File: src/rtl/snes_load_pkg.sv
`default_nettype none
// +----------------------------------------------------------------------+
// | snes_load_pkg                                                        |
// | Shared types, address-space codes and mask helpers for the loader.   |
// | Rev 1.0 - initial release                                            |
// +----------------------------------------------------------------------+
package snes_load_pkg;

    typedef enum logic [1:0] {
        TOP_IDLE    = 2'd0,
        TOP_LOADING = 2'd1,
        TOP_FLUSH   = 2'd2,
        TOP_DONE    = 2'd3
    } top_state_t;

    typedef enum logic [1:0] {
        ENG_IDLE  = 2'd0,
        ENG_ISSUE = 2'd1,
        ENG_GUARD = 2'd2,
        ENG_WAITB = 2'd3
    } eng_state_t;

    localparam logic [7:0] SPACE_ROM  = 8'h00;
    localparam logic [7:0] SPACE_CFG  = 8'hFE;
    localparam logic [7:0] SPACE_CTRL = 8'hFF;
    localparam int         RAM_CODE_MAX = 10;

    typedef struct packed {
        logic [24:0] addr;
        logic [15:0] data;
    } load_word_t;

    function automatic logic [23:0] ram_mask_of(input logic [7:0] code);
        logic [3:0] c;
        c = (code > 8'(RAM_CODE_MAX)) ? 4'(RAM_CODE_MAX) : code[3:0];
        if (c == 4'd0) begin
            return 24'h000000;
        end
        return (24'd1024 << c) - 24'd1;
    endfunction

    // Every bit at or below the most significant set bit becomes 1.
    function automatic logic [23:0] smear(input logic [23:0] x);
        logic [23:0] m;
        for (int i = 0; i < 24; i++) begin
            m[i] = |(x >> i);
        end
        return m;
    endfunction

endpackage
`default_nettype wire

File: src/rtl/snes_load_ctrl_if.sv
`default_nettype none
// +----------------------------------------------------------------------+
// | snes_load_ctrl_if                                                    |
// | SPI byte bus in, SDRAM load port and core status out.                |
// | Rev 1.0 - initial release                                            |
// +----------------------------------------------------------------------+
interface snes_load_ctrl_if;
    logic        spi_wr;
    logic [31:0] spi_addr;
    logic [7:0]  spi_data;
    logic        ram_busy;
    logic [24:0] load_addr;
    logic [15:0] load_data;
    logic        load_wr;
    logic        load_done;
    logic        sys_reset;
    logic [7:0]  rom_type;
    logic [23:0] rom_mask;
    logic [23:0] ram_mask;
    logic        overflow;
    logic [15:0] checksum;

    modport slave (
        input  spi_wr, spi_addr, spi_data, ram_busy,
        output load_addr, load_data, load_wr, load_done, sys_reset,
               rom_type, rom_mask, ram_mask, overflow, checksum
    );

    modport master (
        output spi_wr, spi_addr, spi_data, ram_busy,
        input  load_addr, load_data, load_wr, load_done, sys_reset,
               rom_type, rom_mask, ram_mask, overflow, checksum
    );
endinterface
`default_nettype wire

File: src/rtl/snes_load_fifo.sv
`default_nettype none
// +----------------------------------------------------------------------+
// | snes_load_fifo                                                       |
// | Synchronous word+address FIFO with push, pop, clear, full and empty. |
// | Rev 1.0 - initial release                                            |
// +----------------------------------------------------------------------+
module snes_load_fifo
    import snes_load_pkg::*;
#(
    parameter int DEPTH = 4
) (
    input  wire logic       clk,
    input  wire logic       rst,
    input  wire logic       i_clr,
    input  wire logic       i_push,
    input  load_word_t      i_push_word,
    input  wire logic       i_pop,
    output load_word_t      o_head,
    output logic            o_full,
    output logic            o_empty
);
    localparam int AW = $clog2(DEPTH);

    load_word_t    r_mem [DEPTH];
    logic [AW:0]   r_wr_ptr;
    logic [AW:0]   r_rd_ptr;

    assign o_empty = (r_wr_ptr == r_rd_ptr);
    assign o_full  = (r_wr_ptr[AW] != r_rd_ptr[AW]) &&
                     (r_wr_ptr[AW-1:0] == r_rd_ptr[AW-1:0]);
    assign o_head  = r_mem[r_rd_ptr[AW-1:0]];

    always_ff @(posedge clk) begin
        if (i_push && !o_full) begin
            r_mem[r_wr_ptr[AW-1:0]] <= i_push_word;
        end
    end

    always_ff @(posedge clk) begin
        if (rst || i_clr) begin
            r_wr_ptr <= '0;
            r_rd_ptr <= '0;
        end else begin
            if (i_push && !o_full) begin
                r_wr_ptr <= r_wr_ptr + 1'b1;
            end
            if (i_pop && !o_empty) begin
                r_rd_ptr <= r_rd_ptr + 1'b1;
            end
        end
    end
endmodule
`default_nettype wire

File: src/rtl/snes_load_ctrl.sv
`default_nettype none
// +----------------------------------------------------------------------+
// | snes_load_ctrl                                                       |
// | Streams ROM bytes from the SPI bus into SDRAM as 16-bit word writes. |
// | Optional macro LOAD_CHECKSUM_EN builds the ROM byte checksum.        |
// | Rev 1.0 - initial release                                            |
// +----------------------------------------------------------------------+
module snes_load_ctrl
    import snes_load_pkg::*;
#(
    parameter int C_FIFO_DEPTH = 4,
    parameter int C_GUARD      = 2
) (
    input  wire logic           clk,
    input  wire logic           reset,
    snes_load_ctrl_if.slave     bus
);
    localparam int GW = (C_GUARD > 1) ? $clog2(C_GUARD) : 1;

    top_state_t  r_top, w_top_next;
    eng_state_t  r_eng, w_eng_next;
    logic        r_spi_wr_d, r_ev;
    logic [31:0] r_ev_addr;
    logic [7:0]  r_ev_data;
    logic        r_pending, r_overflow, r_load_wr;
    logic [7:0]  r_low, r_rom_type;
    logic [22:0] r_low_word;
    logic [23:0] r_max_off, r_rom_mask, r_ram_mask;
    logic [24:0] r_load_addr;
    logic [15:0] r_load_data;
    logic [GW-1:0] r_guard_cnt;

    logic        w_push, w_fifo_clr, w_load_req, w_rom_acc, w_done_enter, w_issue;
    logic        w_fifo_full, w_fifo_empty;
    load_word_t  w_push_word, w_head;

    wire logic [7:0]  w_space     = r_ev_addr[31:24];
    wire logic [23:0] w_off       = r_ev_addr[23:0];
    wire logic        w_is_rom    = r_ev && (w_space == SPACE_ROM);
    wire logic        w_is_cfg    = r_ev && (w_space == SPACE_CFG);
    wire logic        w_ctrl_load = r_ev && (w_space == SPACE_CTRL) &&  r_ev_data[0];
    wire logic        w_ctrl_fin  = r_ev && (w_space == SPACE_CTRL) && !r_ev_data[0];

    always_ff @(posedge clk) begin
        if (reset) begin
            r_spi_wr_d <= 1'b0;
            r_ev       <= 1'b0;
            r_ev_addr  <= '0;
            r_ev_data  <= '0;
        end else begin
            r_spi_wr_d <= bus.spi_wr;
            r_ev       <= bus.spi_wr && !r_spi_wr_d;
            if (bus.spi_wr && !r_spi_wr_d) begin
                r_ev_addr <= bus.spi_addr;
                r_ev_data <= bus.spi_data;
            end
        end
    end

    always_ff @(posedge clk) begin
        if (reset) begin
            r_top <= TOP_IDLE;
            r_eng <= ENG_IDLE;
        end else begin
            r_top <= w_top_next;
            r_eng <= w_eng_next;
        end
    end

    always_comb begin
        w_top_next   = r_top;
        w_push       = 1'b0;
        w_push_word  = '0;
        w_fifo_clr   = 1'b0;
        w_load_req   = 1'b0;
        w_rom_acc    = 1'b0;
        w_done_enter = 1'b0;
        case (r_top)
            TOP_IDLE, TOP_DONE: begin
                if (w_ctrl_load) begin
                    w_top_next = TOP_LOADING;
                    w_load_req = 1'b1;
                end
            end
            TOP_LOADING: begin
                if (w_ctrl_load) begin
                    w_load_req = 1'b1;
                end else if (w_ctrl_fin) begin
                    w_top_next = TOP_FLUSH;
                end else if (w_is_rom) begin
                    w_rom_acc = 1'b1;
                    if (w_off[0]) begin
                        w_push      = 1'b1;
                        w_push_word = '{addr: {1'b0, w_off[23:1], 1'b0},
                                        data: {r_ev_data, r_pending ? r_low : 8'hFF}};
                    end
                end
            end
            TOP_FLUSH: begin
                if (w_ctrl_load) begin
                    w_top_next = TOP_LOADING;
                    w_load_req = 1'b1;
                    w_fifo_clr = 1'b1;
                end else if (r_pending) begin
                    w_push      = 1'b1;
                    w_push_word = '{addr: {1'b0, r_low_word, 1'b0}, data: {8'hFF, r_low}};
                end else if (w_fifo_empty && (r_eng == ENG_IDLE)) begin
                    w_top_next   = TOP_DONE;
                    w_done_enter = 1'b1;
                end
            end
            default: w_top_next = TOP_IDLE;
        endcase
    end

    always_ff @(posedge clk) begin
        if (reset) begin
            r_pending  <= 1'b0;
            r_low      <= '0;
            r_low_word <= '0;
            r_max_off  <= '0;
            r_overflow <= 1'b0;
            r_rom_type <= '0;
            r_rom_mask <= '0;
            r_ram_mask <= '0;
        end else begin
            if (w_load_req) begin
                r_pending  <= 1'b0;
                r_max_off  <= '0;
                r_overflow <= 1'b0;
            end else begin
                if (w_rom_acc) begin
                    if (!w_off[0]) begin
                        r_low      <= r_ev_data;
                        r_low_word <= w_off[23:1];
                        r_pending  <= 1'b1;
                    end else begin
                        r_pending <= 1'b0;
                    end
                    if (w_off > r_max_off) begin
                        r_max_off <= w_off;
                    end
                end else if (w_push) begin
                    r_pending <= 1'b0;
                end
                if (w_push && w_fifo_full) begin
                    r_overflow <= 1'b1;
                end
            end
            if (w_done_enter) begin
                r_rom_mask <= smear(r_max_off);
            end
            if (w_is_cfg) begin
                if (!r_ev_addr[0]) begin
                    r_rom_type <= r_ev_data;
                end else begin
                    r_ram_mask <= ram_mask_of(r_ev_data);
                end
            end
        end
    end

    snes_load_fifo #(.DEPTH(C_FIFO_DEPTH)) u_fifo (
        .clk         (clk),
        .rst         (reset),
        .i_clr       (w_fifo_clr),
        .i_push      (w_push),
        .i_push_word (w_push_word),
        .i_pop       (w_issue),
        .o_head      (w_head),
        .o_full      (w_fifo_full),
        .o_empty     (w_fifo_empty)
    );

    // An abort can empty the FIFO under a waiting ISSUE; fall back to IDLE then.
    always_comb begin
        w_eng_next = r_eng;
        w_issue    = 1'b0;
        case (r_eng)
            ENG_IDLE:  if (!w_fifo_empty) w_eng_next = ENG_ISSUE;
            ENG_ISSUE: begin
                if (w_fifo_empty) begin
                    w_eng_next = ENG_IDLE;
                end else if (!bus.ram_busy) begin
                    w_issue    = 1'b1;
                    w_eng_next = ENG_GUARD;
                end
            end
            ENG_GUARD: if (r_guard_cnt == GW'(C_GUARD - 1)) w_eng_next = ENG_WAITB;
            ENG_WAITB: if (!bus.ram_busy) w_eng_next = ENG_IDLE;
            default:   w_eng_next = ENG_IDLE;
        endcase
    end

    always_ff @(posedge clk) begin
        if (reset) begin
            r_guard_cnt <= '0;
            r_load_wr   <= 1'b0;
            r_load_addr <= '0;
            r_load_data <= '0;
        end else begin
            r_guard_cnt <= (r_eng == ENG_GUARD) ? r_guard_cnt + 1'b1 : '0;
            r_load_wr   <= w_issue;
            if (w_issue) begin
                r_load_addr <= w_head.addr;
                r_load_data <= w_head.data;
            end
        end
    end

`ifdef LOAD_CHECKSUM_EN
    logic [15:0] r_checksum;
    always_ff @(posedge clk) begin
        if (reset || w_load_req) begin
            r_checksum <= '0;
        end else if (w_rom_acc) begin
            r_checksum <= r_checksum + {8'h00, r_ev_data};
        end
    end
    assign bus.checksum = r_checksum;
`else
    assign bus.checksum = 16'h0000;
`endif

    assign bus.load_wr   = r_load_wr;
    assign bus.load_addr = r_load_addr;
    assign bus.load_data = r_load_data;
    assign bus.load_done = (r_top == TOP_DONE);
    assign bus.sys_reset = (r_top != TOP_DONE);
    assign bus.rom_type  = r_rom_type;
    assign bus.rom_mask  = r_rom_mask;
    assign bus.ram_mask  = r_ram_mask;
    assign bus.overflow  = r_overflow;
endmodule
`default_nettype wire
File: src/flat_wrapper.sv
// flat-port wrapper written by rule: the top's interface ports become plain ports
module snes_load_ctrl_flat import snes_load_pkg::*;
#(
    parameter int C_FIFO_DEPTH = 4,
    parameter int C_GUARD      = 2
)
  (clk, reset, bus_spi_wr, bus_spi_addr, bus_spi_data, bus_ram_busy, bus_load_addr, bus_load_data, bus_load_wr, bus_load_done, bus_sys_reset, bus_rom_type, bus_rom_mask, bus_ram_mask, bus_overflow, bus_checksum);
  snes_load_ctrl_if bus_i ();
  input  wire logic clk;
  input  wire logic reset;
  input wire logic [$bits(bus_i.spi_wr)-1:0] bus_spi_wr;
  input wire logic [$bits(bus_i.spi_addr)-1:0] bus_spi_addr;
  input wire logic [$bits(bus_i.spi_data)-1:0] bus_spi_data;
  input wire logic [$bits(bus_i.ram_busy)-1:0] bus_ram_busy;
  output wire logic [$bits(bus_i.load_addr)-1:0] bus_load_addr;
  output wire logic [$bits(bus_i.load_data)-1:0] bus_load_data;
  output wire logic [$bits(bus_i.load_wr)-1:0] bus_load_wr;
  output wire logic [$bits(bus_i.load_done)-1:0] bus_load_done;
  output wire logic [$bits(bus_i.sys_reset)-1:0] bus_sys_reset;
  output wire logic [$bits(bus_i.rom_type)-1:0] bus_rom_type;
  output wire logic [$bits(bus_i.rom_mask)-1:0] bus_rom_mask;
  output wire logic [$bits(bus_i.ram_mask)-1:0] bus_ram_mask;
  output wire logic [$bits(bus_i.overflow)-1:0] bus_overflow;
  output wire logic [$bits(bus_i.checksum)-1:0] bus_checksum;
  assign bus_i.spi_wr = bus_spi_wr;
  assign bus_i.spi_addr = bus_spi_addr;
  assign bus_i.spi_data = bus_spi_data;
  assign bus_i.ram_busy = bus_ram_busy;
  assign bus_load_addr = bus_i.load_addr;
  assign bus_load_data = bus_i.load_data;
  assign bus_load_wr = bus_i.load_wr;
  assign bus_load_done = bus_i.load_done;
  assign bus_sys_reset = bus_i.sys_reset;
  assign bus_rom_type = bus_i.rom_type;
  assign bus_rom_mask = bus_i.rom_mask;
  assign bus_ram_mask = bus_i.ram_mask;
  assign bus_overflow = bus_i.overflow;
  assign bus_checksum = bus_i.checksum;
  snes_load_ctrl #(.C_FIFO_DEPTH(C_FIFO_DEPTH), .C_GUARD(C_GUARD)) u_core (.clk(clk), .reset(reset), .bus(bus_i));
endmodule
File: config.mk
export PLATFORM = sky130hd
export DESIGN_NAME = snes_load_ctrl_flat
export DESIGN_NICKNAME = d
export VERILOG_FILES = /design/src/rtl/snes_load_pkg.sv /design/src/rtl/snes_load_ctrl_if.sv /design/src/rtl/snes_load_fifo.sv /design/src/rtl/snes_load_ctrl.sv /design/src/flat_wrapper.sv
export SDC_FILE = /design/constraint.sdc
export NUM_CORES = 1
export LEC_CHECK = 0
export CELL_PAD_IN_SITES_DETAIL_PLACEMENT = 1
export CELL_PAD_IN_SITES_GLOBAL_PLACEMENT = 2
export CORE_ASPECT_RATIO = 0.6
export CORE_UTILIZATION = 40
export DETAILED_ROUTE_END_ITERATION = 8
export GPL_ROUTABILITY_DRIVEN = 0
export PLACE_DENSITY = 0.87
export SYNTH_ARGS = -nofsm -noshare
export SYNTH_HDL_FRONTEND = slang
export SYNTH_HIERARCHICAL = 1
export SYNTH_SLANG_ARGS = --single-unit
export TNS_END_PERCENT = 1
File: constraint.sdc
create_clock -name clk -period 11.9 [get_ports clk]
set_clock_uncertainty 0.2 [all_clocks]
set_input_delay 2.975 -clock clk [delete_from_list [all_inputs] [get_ports clk]]
set_output_delay 2.975 -clock clk [all_outputs]
set_load 0.02 [all_outputs]
== Word-level counts from Yosys, hierarchy flattened ==
Memory sizes are Yosys's and may differ from the RTL's. A register that Yosys moved wholly into a read port is not among the register bits.
Index checks and enable logic that the tools add are counted.
Word-level totals
  bits in registers: 167
  bits in writable memories: 164
  bits of input ports: 44
  output and inout bits: 117
  logic and storage cells: 158
  memories kept: 1
Memories
  u_core.u_fifo.r_mem: words 4, bits a word 41, rd ports 1, clocked after Yosys merged registers in 1, wr ports 1, line snes_load_fifo.sv:24  | load_word_t r_mem [DEPTH];
Cells by class
  $add $sub $neg: 4
  order comparisons: 2
  equal/unequal tests: 21
  shift-type cells: 1
  multiplexer cells: 54
  bitwise logic cells: 3
  reduce and logical (&&, ||, !) cells: 54
Operators with widths (number)
  $mux W41: 4
  $pmux W41 S2: 1
  $mux W40: 2
  $mux W24: 2
  $mux W1: 29
  $gt A24 B24 Y1: 1
  $reduce_or A24 Y1: 1
  $shl A11 B4 Y24 const A: 1
  $sub A24 B1 Y24 const B: 1
  $reduce_or A23 Y1: 1
  $mux W2: 11
  $reduce_or A22 Y1: 1
  $reduce_or A21 Y1: 1
  $reduce_or A20 Y1: 1
  $reduce_or A19 Y1: 1
  $reduce_or A18 Y1: 1
  $reduce_or A17 Y1: 1
  $eq A8 B8 Y1 const B: 2
  $reduce_or A16 Y1: 1
  $reduce_or A15 Y1: 1
  $reduce_or A14 Y1: 1
  $reduce_or A13 Y1: 1
  $reduce_or A12 Y1: 1
  $logic_and A1 B1 Y1: 11
  other kinds (39): 61

== Logic depth before layout (Yosys ltp) ==
Gate-level depths: netlist of the first run.
  word-level depth: 9
  mapped depth: 12
  depth with buffers taken out: 10

== By module ==
Netlist of the first run, hierarchy kept.
By module, submodules not included
  snes_load_ctrl: times used 1, cells an instance 1083, area an instance 8396.8 µm², seq. area each 3863.7 µm²
  snes_load_fifo: times used 1, cells an instance 283, area an instance 6468.7 µm², seq. area each 5084.9 µm²

== Worst setup path after synthesis of the first run ==
OpenSTA, ideal clock, no wires.
  kind: register -> register
  start point: register u_core.r_ev_addr[28]
  end point: memory u_core/u_fifo/r_mem[3][0] (netlist name), enable pin
  library setup time: 0.464 ns
  arrival: 3.951 ns
  data required time: 11.236 ns
  path slack: 7.285 ns
  stages on the path, launching flop included: 10
  path buffers: 2
  period minus slack after synthesis: 4.615 ns
  cell sequence: dfxtp_1 -> nor4_1 -> nor4bb_1 -> clkbuf_1 -> nor2_1 -> or2_2 -> clkbuf_1 -> inv_1 -> nand2_1 -> a31oi_1
On the way
  cells in the longest elaborated chain, start to end: 9
  elaborated cells between the ends (all ways): 14
  classes of those cells: 1 x eq/ne; 7 x mux; 6 x reduce/logical
Ends and longest elaborated chain
  from (decl): line snes_load_ctrl.sv:23  | logic [31:0] r_ev_addr;
  from (signal assigned): line snes_load_ctrl.sv:54  | r_ev_addr <= bus.spi_addr;
  $logic_not A8 Y1 or $eq A8 B8 Y1 (tied branches): line snes_load_ctrl.sv:39, snes_load_ctrl.sv:41, snes_load_ctrl.sv:42
  $logic_and A1 B1 Y1, on equally long branches: line snes_load_ctrl.sv:39, snes_load_ctrl.sv:41, snes_load_ctrl.sv:42
  $mux W1 or $logic_and A1 B1 Y1 (tied branches): line snes_load_ctrl.sv:90, snes_load_ctrl.sv:42
  $mux W1: line snes_load_ctrl.sv:88  | end else if (w_ctrl_fin) begin
  $mux W1: line snes_load_ctrl.sv:86  | if (w_ctrl_load) begin
  $pmux W1 S2 (*): line snes_load_ctrl.sv:78  | case (r_top)
  named net u_core.w_push: line snes_load_ctrl.sv:33  | logic w_push, w_fifo_clr, w_load_req, w_rom_acc, w_done_enter, w_issue;
  $logic_and A1 B1 Y1 (*): line snes_load_fifo.sv:34  | if (i_push && !o_full) begin
  $mux W1 (*): line snes_load_fifo.sv:34
  $mux W1 (implied by the code) (*): line snes_load_fifo.sv:35  | r_mem[r_wr_ptr[AW-1:0]] <= i_push_word;
  to (decl): line snes_load_fifo.sv:24
Mark *: on every way through the listed nets, which the timed path passes. The rest lies on a longest branch.

== Final worst setup path of the first run ==
  start point: register u_core.r_top[0]
  end point: output bus_sys_reset
On the way
  cells in the longest elaborated chain, start to end: 1
Ends and longest elaborated chain
  from (decl): line snes_load_ctrl.sv:20  | top_state_t r_top, w_top_next;
  from (signal assigned): line snes_load_ctrl.sv:65  | r_top <= w_top_next;
  $ne A2 B2 Y1: line snes_load_ctrl.sv:229  | assign bus.sys_reset = (r_top != TOP_DONE);
  to (decl): line flat_wrapper.sv:19  | output wire logic [$bits(bus_i.sys_reset)-1:0] bus_sys_reset;
Every way passes these cells.

==> metrics.cfg, run 1 <==
[cts]
numCtsBuffers = 36
cts_sinks = 365
htreeDepth = 2
tritoncts = done
cts_resized = 0
cts.reportedPaths.clkPinSlew_ps = 60
clock_latency_ps = 540
clk_path_buf_depth = 3
clockRootBuffer = clkbuf_16
postCtsHoldBufs = 0
post_cts_buffers = 0

[floorplan]
fp.dieW_um = 251
ios = 161
die_h_um = 151
core_um2 = 36500
row_count = 54
start_util_pct = 40.7
die_area_um2 = 38000

[final_layout]
drive_gt1_share_pct = 8.57
diodes = 0
nets = 1556
area_delta_synth_final_pct = 19.6
final_cell_count_no_fill = 1982

[route]
viasPerCell = 5.41
route.vias.total = 10700
ant_nets = 0
routed_wl_um = 39800
wl_per_cell_um = 20.1
first_pass_iters = 4
drc_errors = 0
drt_iter0_drc = 526

[synth]
synthesis.area_um2 = 14900
ys_types = 59
synth_area_per_cell_um2 = 10.9
ys_seq_elements = 365
synth_edf_count = 164
async_reset_ff_share_pct = 0
ys_seq_area_share_pct = 60.2
syn_inst = 1366
synth_ff_type = dfxtp_1
ys_warn_count = 6

[pwr]
p_leak_uw = 0.00541
power.density_nw_per_um2 = 156
ir_worst_vdd_v = 0.0000945

[worst_setup_path]
end_kind = output pin
crit_type = reg -> out
required_ps = 8730
crit_arrival_ps = 1800
rrSetupSlack_ps = 7820
crit_path_max_fanout = 5
startpoint_type = register

[timing]
timing.fmax_ghz = 0.201
fin_crit_sh_pct = 41.8
finalHoldViolCount = 0
tightest_slew_ps = 1270
maxSlewHeadroom_pct = 15.5
period_minus_slack_ps = 4970
setup_viol = 0
tns_ps = 0
drv_slew = 0
rsz0062_at_grt = false

[global_route]
antenna_found_initial = 0
grt_max_degree = 87
grt_pass1_wl_um = 62300
grtUsageMet1_pct = 27.5
overflow = 0
met2_usage_pct = 37.2
track_usage_pct = 21.2
grt_pass1_vias = 11300
met3_usage_pct = 3.32
busiest_layer = met2

[flow_run]
maxCapViolCount = 0

[place]
io_buffers = 144
hpwl_um = 26400
dpl.cell_count = 1916

[status]
status = finished clean

[hold_path]
min_path_type = reg -> reg

kinds of logic after synthesis:
| logic type | share of synthesized area [%] |
|---|---|
| adders and majority gates | 2.86 |
| other | 0.0252 |
| DFF | 60.2 |
| xor gates and xnor gates | 0.354 |
| buffers and inverters | 4.70 |
| AOI/OAI and AO/OA | 11.5 |
| muxes | 6.35 |
| and+or+nand+nor | 14.0 |
synthesized netlist by cell type, types with 9 or more instances:
cell type | instances | area share (%)
nor3_1 | 27 | 0.91
nand4_1 | 10 | 0.42
edfxtp_1 | 164 | 33
ha_1 | 34 | 2.9
a21oi_1 | 150 | 5.1
nor2_1 | 86 | 2.2
nor2b_1 | 9 | 0.38
nand2_1 | 263 | 6.6
clkbuf_1 | 72 | 1.8
dfxtp_1 | 201 | 27
mux4_2 | 41 | 6.2
inv_1 | 46 | 1.2
o21ai_0 | 34 | 1.1
a21boi_0 | 25 | 1.3
a211oi_1 | 12 | 0.61
nand3_1 | 31 | 1.0
buf_4 | 25 | 1.3
a22oi_1 | 25 | 1.3
layer usage:
metal / wire length, um / vias up
met2: 19500 / 199
met1: 18100 / 5414
li1: - / 5042
met5: 0 / -
met3: 1420 / 60
met4: 813 / 0
worst max-delay path, cell delays in order, from the launching register on:
cell	delay (ps)
dfxtp_1	360
ha_1	240
inv_1	60
clkdlybuf4s50_1	610
placed cells by master (no fill, tap or decap), drive strengths merged, types with 6 or more instances in the layout:
cell type | Yosys | routed
o211ai | 6 | 6
clkbuf | 72 | 54
a21boi | 25 | 25
nor3 | 27 | 27
inv | 46 | 49
buf | 38 | 18
conb | 1 | 24
and3 | 6 | 6
edfxtp | 164 | 164
ha | 34 | 34
a211oi | 12 | 12
nand4 | 10 | 10
nand2b | 6 | 6
nor4b | 6 | 6
a31oi | 6 | 6
nand2 | 263 | 263
clkdlybuf4s50 | 0 | 143
nor2b | 9 | 9
nor4 | 7 | 7
dfxtp | 201 | 201
a21oi | 150 | 150
nand3 | 32 | 32
o21ai | 34 | 34
nor2 | 86 | 86
a22oi | 25 | 25
clkinv | 1 | 8
mux4 | 41 | 41
where the power goes:
| group | internal [uW] | leakage (uW) | switching, uW |
|---|---|---|---|
| combinational | 117 | 0.00208 | 172 |
| sequential | 1340 | 0.00278 | 32.3 |
| clock | 634 | 0.000548 | 480 |
| total | 2090 | 0.00541 | 684 |
worst paths after layout:
path	start	end	cells after the start
setup / recovery	u_core/r_top[0]	bus_sys_reset	3
hold / removal	u_core/r_guard_cnt	u_core/r_guard_cnt	1
setup reg to reg	u_core/r_ev_addr[24]	u_core/u_fifo/r_mem[0][25]	8
hold reg to reg	u_core/r_guard_cnt	u_core/r_guard_cnt	1
state kept, by name (all words and copies together), names as in the netlist, 15 cells and up, named ones only:
register,count
u_core/u_fifo/r_mem,164
u_core/r_low_word,23
u_core/bus.load_data,16
u_core/bus.rom_mask,24
u_core/r_max_off,24
u_core/bus.ram_mask,15
u_core/r_ev_addr,32
u_core/bus.load_addr,25
metrics by stage:
stage / hold slack, ps / total power [uW] / worst slack, ps / util, % / instance area [um^2]
4_1_cts: 247 / 2810 / 6890 / 48.7 / 17800
6_report: 254 / 2770 / 6930 / 48.7 / 17800
5_1_grt: 268 / 2880 / 6780 / 48.7 / 17800
3_3_place_gp: 217 / 1680 / 6510 / 45.7 / 16700
3_5_place_dp: 231 / 1690 / 6430 / 45.7 / 16700
2_1_floorplan: 203 / 1570 / 7280 / - / 15000
layout make-up:
class / instances / area [um^2]
clock inverter: 12 / 116
fill: 3925 / 18700
tap: 476 / 596
multi-input combinational: 867 / 5370
timing repair buffer: 161 / 1570
clock buffer: 54 / 1010
inverter: 47 / 176
sequential: 365 / 8950
(Power assumes the default switching activity.)
==> inputs of run 2 (changes only) <==
CORE_UTILIZATION = 37   (was 40)
PLACE_DENSITY = 0.81   (was 0.87)
clock period = 5 ns   (was 11.9 ns; I/O delays follow)
==> run 2 against run 1 <==
  * The run now ends with DRC left
  * Sequential share of layout area down 0.18 points
  * Non-clock buffer count rose by 3
  * First-iteration DRC count shrank 1.5%
  * Count of clock-buffer cells in the layout is the same
  * Largest cell class unchanged
  * Highest routed layer unchanged
==> metrics.cfg, run 2 (synthesized netlist as in run 1, its figures left out) <==
[timing]
finalHoldViolCount = 0  ; unchanged
period_minus_slack_ps = 3930
timing.fmax_ghz = 0.255
setup_slack_ps = 1070  ; -5860 ps
tightest_slew_ps = 1120  ; -145 ps
tns_ps = 0  ; unchanged
setup_viol = 0  ; unchanged
rsz0062_at_grt = false
maxSlewHeadroom_pct = 24.9  ; +9.4 points
fin_crit_sh_pct = 78.6
drv_slew = 0  ; unchanged

[cts]
cts_resized = 0  ; unchanged
htreeDepth = 2  ; unchanged
postCtsHoldBufs = 0  ; unchanged
clockRootBuffer = clkbuf_16
clock_latency_ps = 550  ; about the same
cts_sinks = 365  ; unchanged
clk_path_buf_depth = 3  ; unchanged
cts.reportedPaths.clkPinSlew_ps = 60  ; about the same
post_cts_buffers = 0  ; unchanged
numCtsBuffers = 37  ; +2.8%
tritoncts = done

[status]
status = complete, but fails checks
violations = DRC

[pwr]
p_leak_uw = 0.00542  ; +0.14%
power.density_nw_per_um2 = 364  ; +130%
ir_worst_vdd_v = 0.000184  ; +95%

[worst_setup_path]
crit_path_max_fanout = 17  ; +12
required_ps = 5170  ; -3560 ps
end_kind = register
startpoint = u_core/u_fifo/r_wr_ptr[0]
crit_type = reg -> reg
startpoint_type = register
rrSetupSlack_ps = 1070  ; -6750 ps
crit_arrival_ps = 4100  ; +2300 ps
worstReg2RegStart = u_core/u_fifo/r_wr_ptr[0]

[hold_path]
hp-start = u_core/r_guard_cnt
min_path_type = reg -> reg

[route]
first_pass_iters = 6  ; +2
drt_iter0_drc = 518  ; -1.5%
route.vias.total = 10600  ; -1.3%
routed_wl_um = 39600  ; -0.65%
ant_nets = 0  ; unchanged
wl_per_cell_um = 19.5  ; -2.9%
viasPerCell = 5.21  ; -3.6%
drc_errors = 6  ; +6

[global_route]
overflow = 0  ; unchanged
grt_pass1_wl_um = 62600  ; +0.39%
track_usage_pct = 19.7  ; -1.5 points
grt_pass1_vias = 11100  ; -1.9%
antenna_found_initial = 0  ; unchanged
grt_max_degree = 101  ; +16%

[floorplan]
die_area_um2 = 41000  ; +8.0%
fp.dieW_um = 261  ; +3.9%
ios = 161  ; unchanged
row_count = 56  ; +3.7%
core_um2 = 39300  ; +7.7%
die_h_um = 157  ; +3.9%
start_util_pct = 37.8  ; -2.9 points

[final_layout]
drive_gt1_share_pct = 8.76  ; +0.19 points
largest_reg_flops = 164  ; unchanged
diodes = 0  ; unchanged
n_fill_cell = 4230  ; +7.8%
nets = 1560  ; +0.26%
final_common_cell = nand2_1
final_cell_mix = nand2_1, dfxtp_1, edfxtp_1, a21oi_1, clkdlybuf4s50_1
area_delta_synth_final_pct = 20.0

[place]
hpwl_um = 27300  ; +3.3%
pre_cts_slack_ps = 1080  ; -5350 ps
io_buffers = 144  ; unchanged

[flow_run]
maxCapViolCount = 0  ; unchanged

run 2: cell count changes in the layout (fill, tap and decap cells not counted):
cell,before,now
clkinv_2,3,6
inv_6,3,0
buf_4,18,20
bufinv_16,2,0
a211oi_2,1,0
a211oi_4,0,1
buf_12,0,1
clkbuf_1,15,14
clkbuf_16,37,38
clkinv_1,5,4
clkinv_8,0,1
run 2: worst paths after layout:
check	end	cells after the start
worst max-delay path	u_core/bus.rom_mask[1]	7
worst min-delay path	u_core/r_guard_cnt	1
worst max register to register	u_core/bus.rom_mask[1]	7
worst min register to register	u_core/r_guard_cnt	1
run 2: layer usage:
layer  part of all wire [%]  vias to the layer above  routed length [um]  track usage (%)
li1                       -                     5024                   -                -
met1                     47                     5338               18800             27.3
met2                     47                      163               18800             32.3
met3                    3.6                       50                1410             3.24
met4                    1.6                        0                 631             4.79
met5                      0                        -                   0                0
run 2: layout make-up:
| cell class | instances | area [um^2] | area share (%) |
|---|---|---|---|
| Sequential cell | 365 | 8950 | 50.2 |
| Timing Repair Buffer | 164 | 1600 | 8.97 |
| Multi-Input combinational cell | 867 | 5380 | 30.1 |
| Clock buffer | 54 | 1030 | 5.78 |
| Clock inverter | 10 | 57.6 | 0.323 |
| Inverter | 47 | 176 | 0.989 |
| Tap cell | 522 | 653 | 3.66 |
run 2: metrics by stage:
stage               instances  utilization [%]  power [uW]  hold slack, ps  area (um^2)
detailed placement       1965             42.6        4010             241        16800
floorplan                1389                -        3730             203        15000
CTS                      2029             45.4        6580             251        17800
finish                   2029             45.4        6490             250        17800
global route             2029             45.4        6760             274        17800
global placement         1965             42.6        3990             212        16800
run 2: power by group:
group	internal, uW	switching (uW)
Clock	1430	1120
Sequential	3180	91.7
Combinational	279	386
Total	4890	1600
run 2: critical path: stages (launching register included):
cell and delay [ps]:
dfxtp_1 400, xnor2_1 610, nand2_1 290, nor2_1 220, nor4b_1 770, nand3_2 510
nor4_4 590, a311oi_1 160
==> inputs of run 3 (changes only) <==
CORE_UTILIZATION = 34   (was 37)
PLACE_DENSITY = 0.79   (was 0.81)
clock period = 3.3 ns   (was 5 ns; I/O delays follow)
==> run 3 against run 2 <==
  * Non-clock buffer count grew 33
  * Global-route usage fell by 0.96 points
  * Combinational power is 67% higher
  * The flow now finishes without violations
  * Sequential share of layout area shrank 1.6 points
  * Sequential cell count stayed put
  * Sequential power rose by 51%
  * Highest routed layer unchanged
  * Largest power group unchanged
  * Hold slack lost 7.4 ps
==> metrics.cfg, run 3 (synthesized netlist as in run 1, its figures left out) <==
[place]
hpwl_um = 28100  ; +3.0%
io_buffers = 144  ; unchanged
pre_cts_slack_ps = 52.1  ; -1020 ps

[final_layout]
diodes = 0  ; unchanged
seq_area_um2 = 8950  ; unchanged
nets = 1593  ; +2.1%
area_delta_synth_final_pct = 24.0
multi_input_area_um2 = 5400  ; +0.44%
largest_reg_flops = 164  ; unchanged
final_cell_mix = nand2_1, dfxtp_1, edfxtp_1, a21oi_1, clkdlybuf4s50_1
drive_gt1_share_pct = 11.3  ; +2.5 points
final_util_pct = 43.4  ; -2.0 points
final_common_cell = nand2_1
n_fill_cell = 4608  ; +8.9%

[floorplan]
die_area_um2 = 44600  ; +8.7%
start_util_pct = 35.0  ; -2.9 points
fp.dieW_um = 272  ; +4.3%
die_h_um = 164  ; +4.3%
ios = 161  ; unchanged
row_count = 58  ; +3.6%
core_um2 = 42500  ; +8.2%

[hold_path]
whs_endpoint = u_core/r_guard_cnt
hp-start = u_core/r_guard_cnt
min_path_type = reg -> reg
hold_depth = 1  ; unchanged

[route]
wl_per_cell_um = 19.7  ; +1.2%
first_pass_iters = 5  ; -1
viasPerCell = 5.07  ; -2.7%
drc_errors = 0  ; -6
ant_nets = 0  ; unchanged
routed_wl_um = 41700  ; +5.4%
drt_iter0_drc = 538  ; +3.9%
route.vias.total = 10700  ; +1.3%

[timing]
setup_viol = 0  ; unchanged
tightest_slew_ps = 1100  ; -16.4 ps
finalHoldViolCount = 0  ; unchanged
tns_ps = 0  ; unchanged
setup_slack_ps = 144  ; -928 ps
drv_slew = 0  ; unchanged
period_minus_slack_ps = 3160  ; -772 ps
fin_crit_sh_pct = 95.6  ; +17 points
rsz0062_at_grt = true
maxSlewHeadroom_pct = 26.3  ; +1.4 points
timing.fmax_ghz = 0.317  ; +24%

[pwr]
p_comb_share_pct = 10.6  ; +0.4 points
ir_worst_vdd_v = 0.000297  ; +62%
swShare_pct = 24.4  ; -0.26 points
p_leak_uw = 0.00568  ; +4.8%
pwr-share-clk_pct = 42.0  ; +2.7 points
p_sw_uw = 2550  ; +59%
pwr-share-seq_pct = 47.4  ; -3.0 points
power.density_nw_per_um2 = 567  ; +56%
p_int_uw = 7900  ; +61%

[worst_setup_path]
critPathBufInv = 0  ; unchanged
startpoint_type = register
crit_arrival_ps = 3340  ; -760 ps
max_stage_delay_ps = 570  ; -200 ps
rrSetupSlack_ps = 140  ; -930 ps
required_ps = 3490  ; -1680 ps
crit_type = reg -> reg
worstReg2RegStart = u_core/r_max_off[23]
end_kind = register
cp_slowest_cell = or4_4
r2r-end = u_core/bus.rom_mask[1]
rr_worst_depth = 6  ; -1
cp_top_family = simple AND/OR/NAND/NOR gates
path_cells = or4_4 > or3_4 > or4_1 > or3_4 > nor4_4 > a311oi_1
crit_top_cell = or3_4
startpoint = u_core/r_max_off[23]
crit_path_max_fanout = 7  ; -10

[cts]
clk_path_buf_depth = 3  ; unchanged
cts.reportedPaths.clkPinSlew_ps = 70  ; about the same
post_cts_buffers = 0  ; unchanged
tritoncts = done
cts_sinks = 365  ; unchanged
clock_latency_ps = 530  ; -20 ps
clockRootBuffer = clkbuf_16
cts_resized = 0  ; unchanged
postCtsHoldBufs = 0  ; unchanged
htreeDepth = 2  ; unchanged
numCtsBuffers = 37  ; unchanged

[status]
status = finished clean

[global_route]
grt_pass1_wl_um = 65200  ; +4.2%
antenna_found_initial = 0  ; unchanged
overflow = 0  ; unchanged
grt_max_degree = 70  ; -31%
track_usage_pct = 18.8  ; -0.96 points
grt_pass1_vias = 11200  ; +1.5%

[flow_run]
maxCapViolCount = 0  ; unchanged

[run 3: cell types whose count changed in the layout (fill, tap and decap cells not counted), moves of 2 or more]
cell,delta
buf_12,+7
buf_4,+24
buf_6,+2
bufinv_16,+5
clkbuf_8,+2
clkinv_1,-2
clkinv_2,-3
[run 3: worst max path at each step]
stage / to / slack, ps / depth (start not counted)
2_1_floorplan: u_core/u_fifo/r_mem[1][0] / -200 / 9
3_3_place_gp: u_core/bus.rom_mask[1] / 200 / 6
3_5_place_dp: u_core/r_max_off[11] / 50 / 8
4_1_cts: u_core/r_max_off[11] / 40 / 8
5_1_grt: u_core/r_max_off[16] / -5 / 9
6_report: u_core/bus.rom_mask[1] / 140 / 6
[run 3: layer usage]
layer	part of all wire, %	global-route usage (%)	up-vias
li1	-	-	5107
met1	48	25.8	5425
met3	3.1	2.94	43
met5	0	0	-
met2	48	31.7	140
met4	1.4	3.45	0
[run 3: power by group through the flow]
stage / logic, uW / clock network [uW] / registers (uW)
3_5_place_dp: 1110 / 0 / 5050
3_3_place_gp: 1090 / 0 / 5050
5_1_grt: 1200 / 4680 / 4970
6_report: 1110 / 4390 / 4950
4_1_cts: 1120 / 4500 / 4950
2_1_floorplan: 549 / 0 / 5100
[run 3: cell type report]
class,count,area share [%]
Sequential cell,365,48.5
Clock buffer,56,5.74
Multi-Input combinational cell,867,29.3
Inverter,47,0.957
Timing Repair Buffer,197,10.5
Tap cell,570,3.87
Clock inverter,11,1.05
[run 3: through the flow]
| stage | instance area, um^2 | hold WS [ps] | power [uW] | std cells |
|---|---|---|---|---|
| 6_report | 18400 | 242 | 10400 | 2113 |
| 5_1_grt | 18400 | 253 | 10900 | 2113 |
| 4_1_cts | 18400 | 233 | 10600 | 2113 |
| 3_5_place_dp | 17200 | 221 | 6160 | 2046 |
| 3_3_place_gp | 17200 | 215 | 6140 | 2046 |
| 2_1_floorplan | 15000 | 203 | 5650 | 1389 |
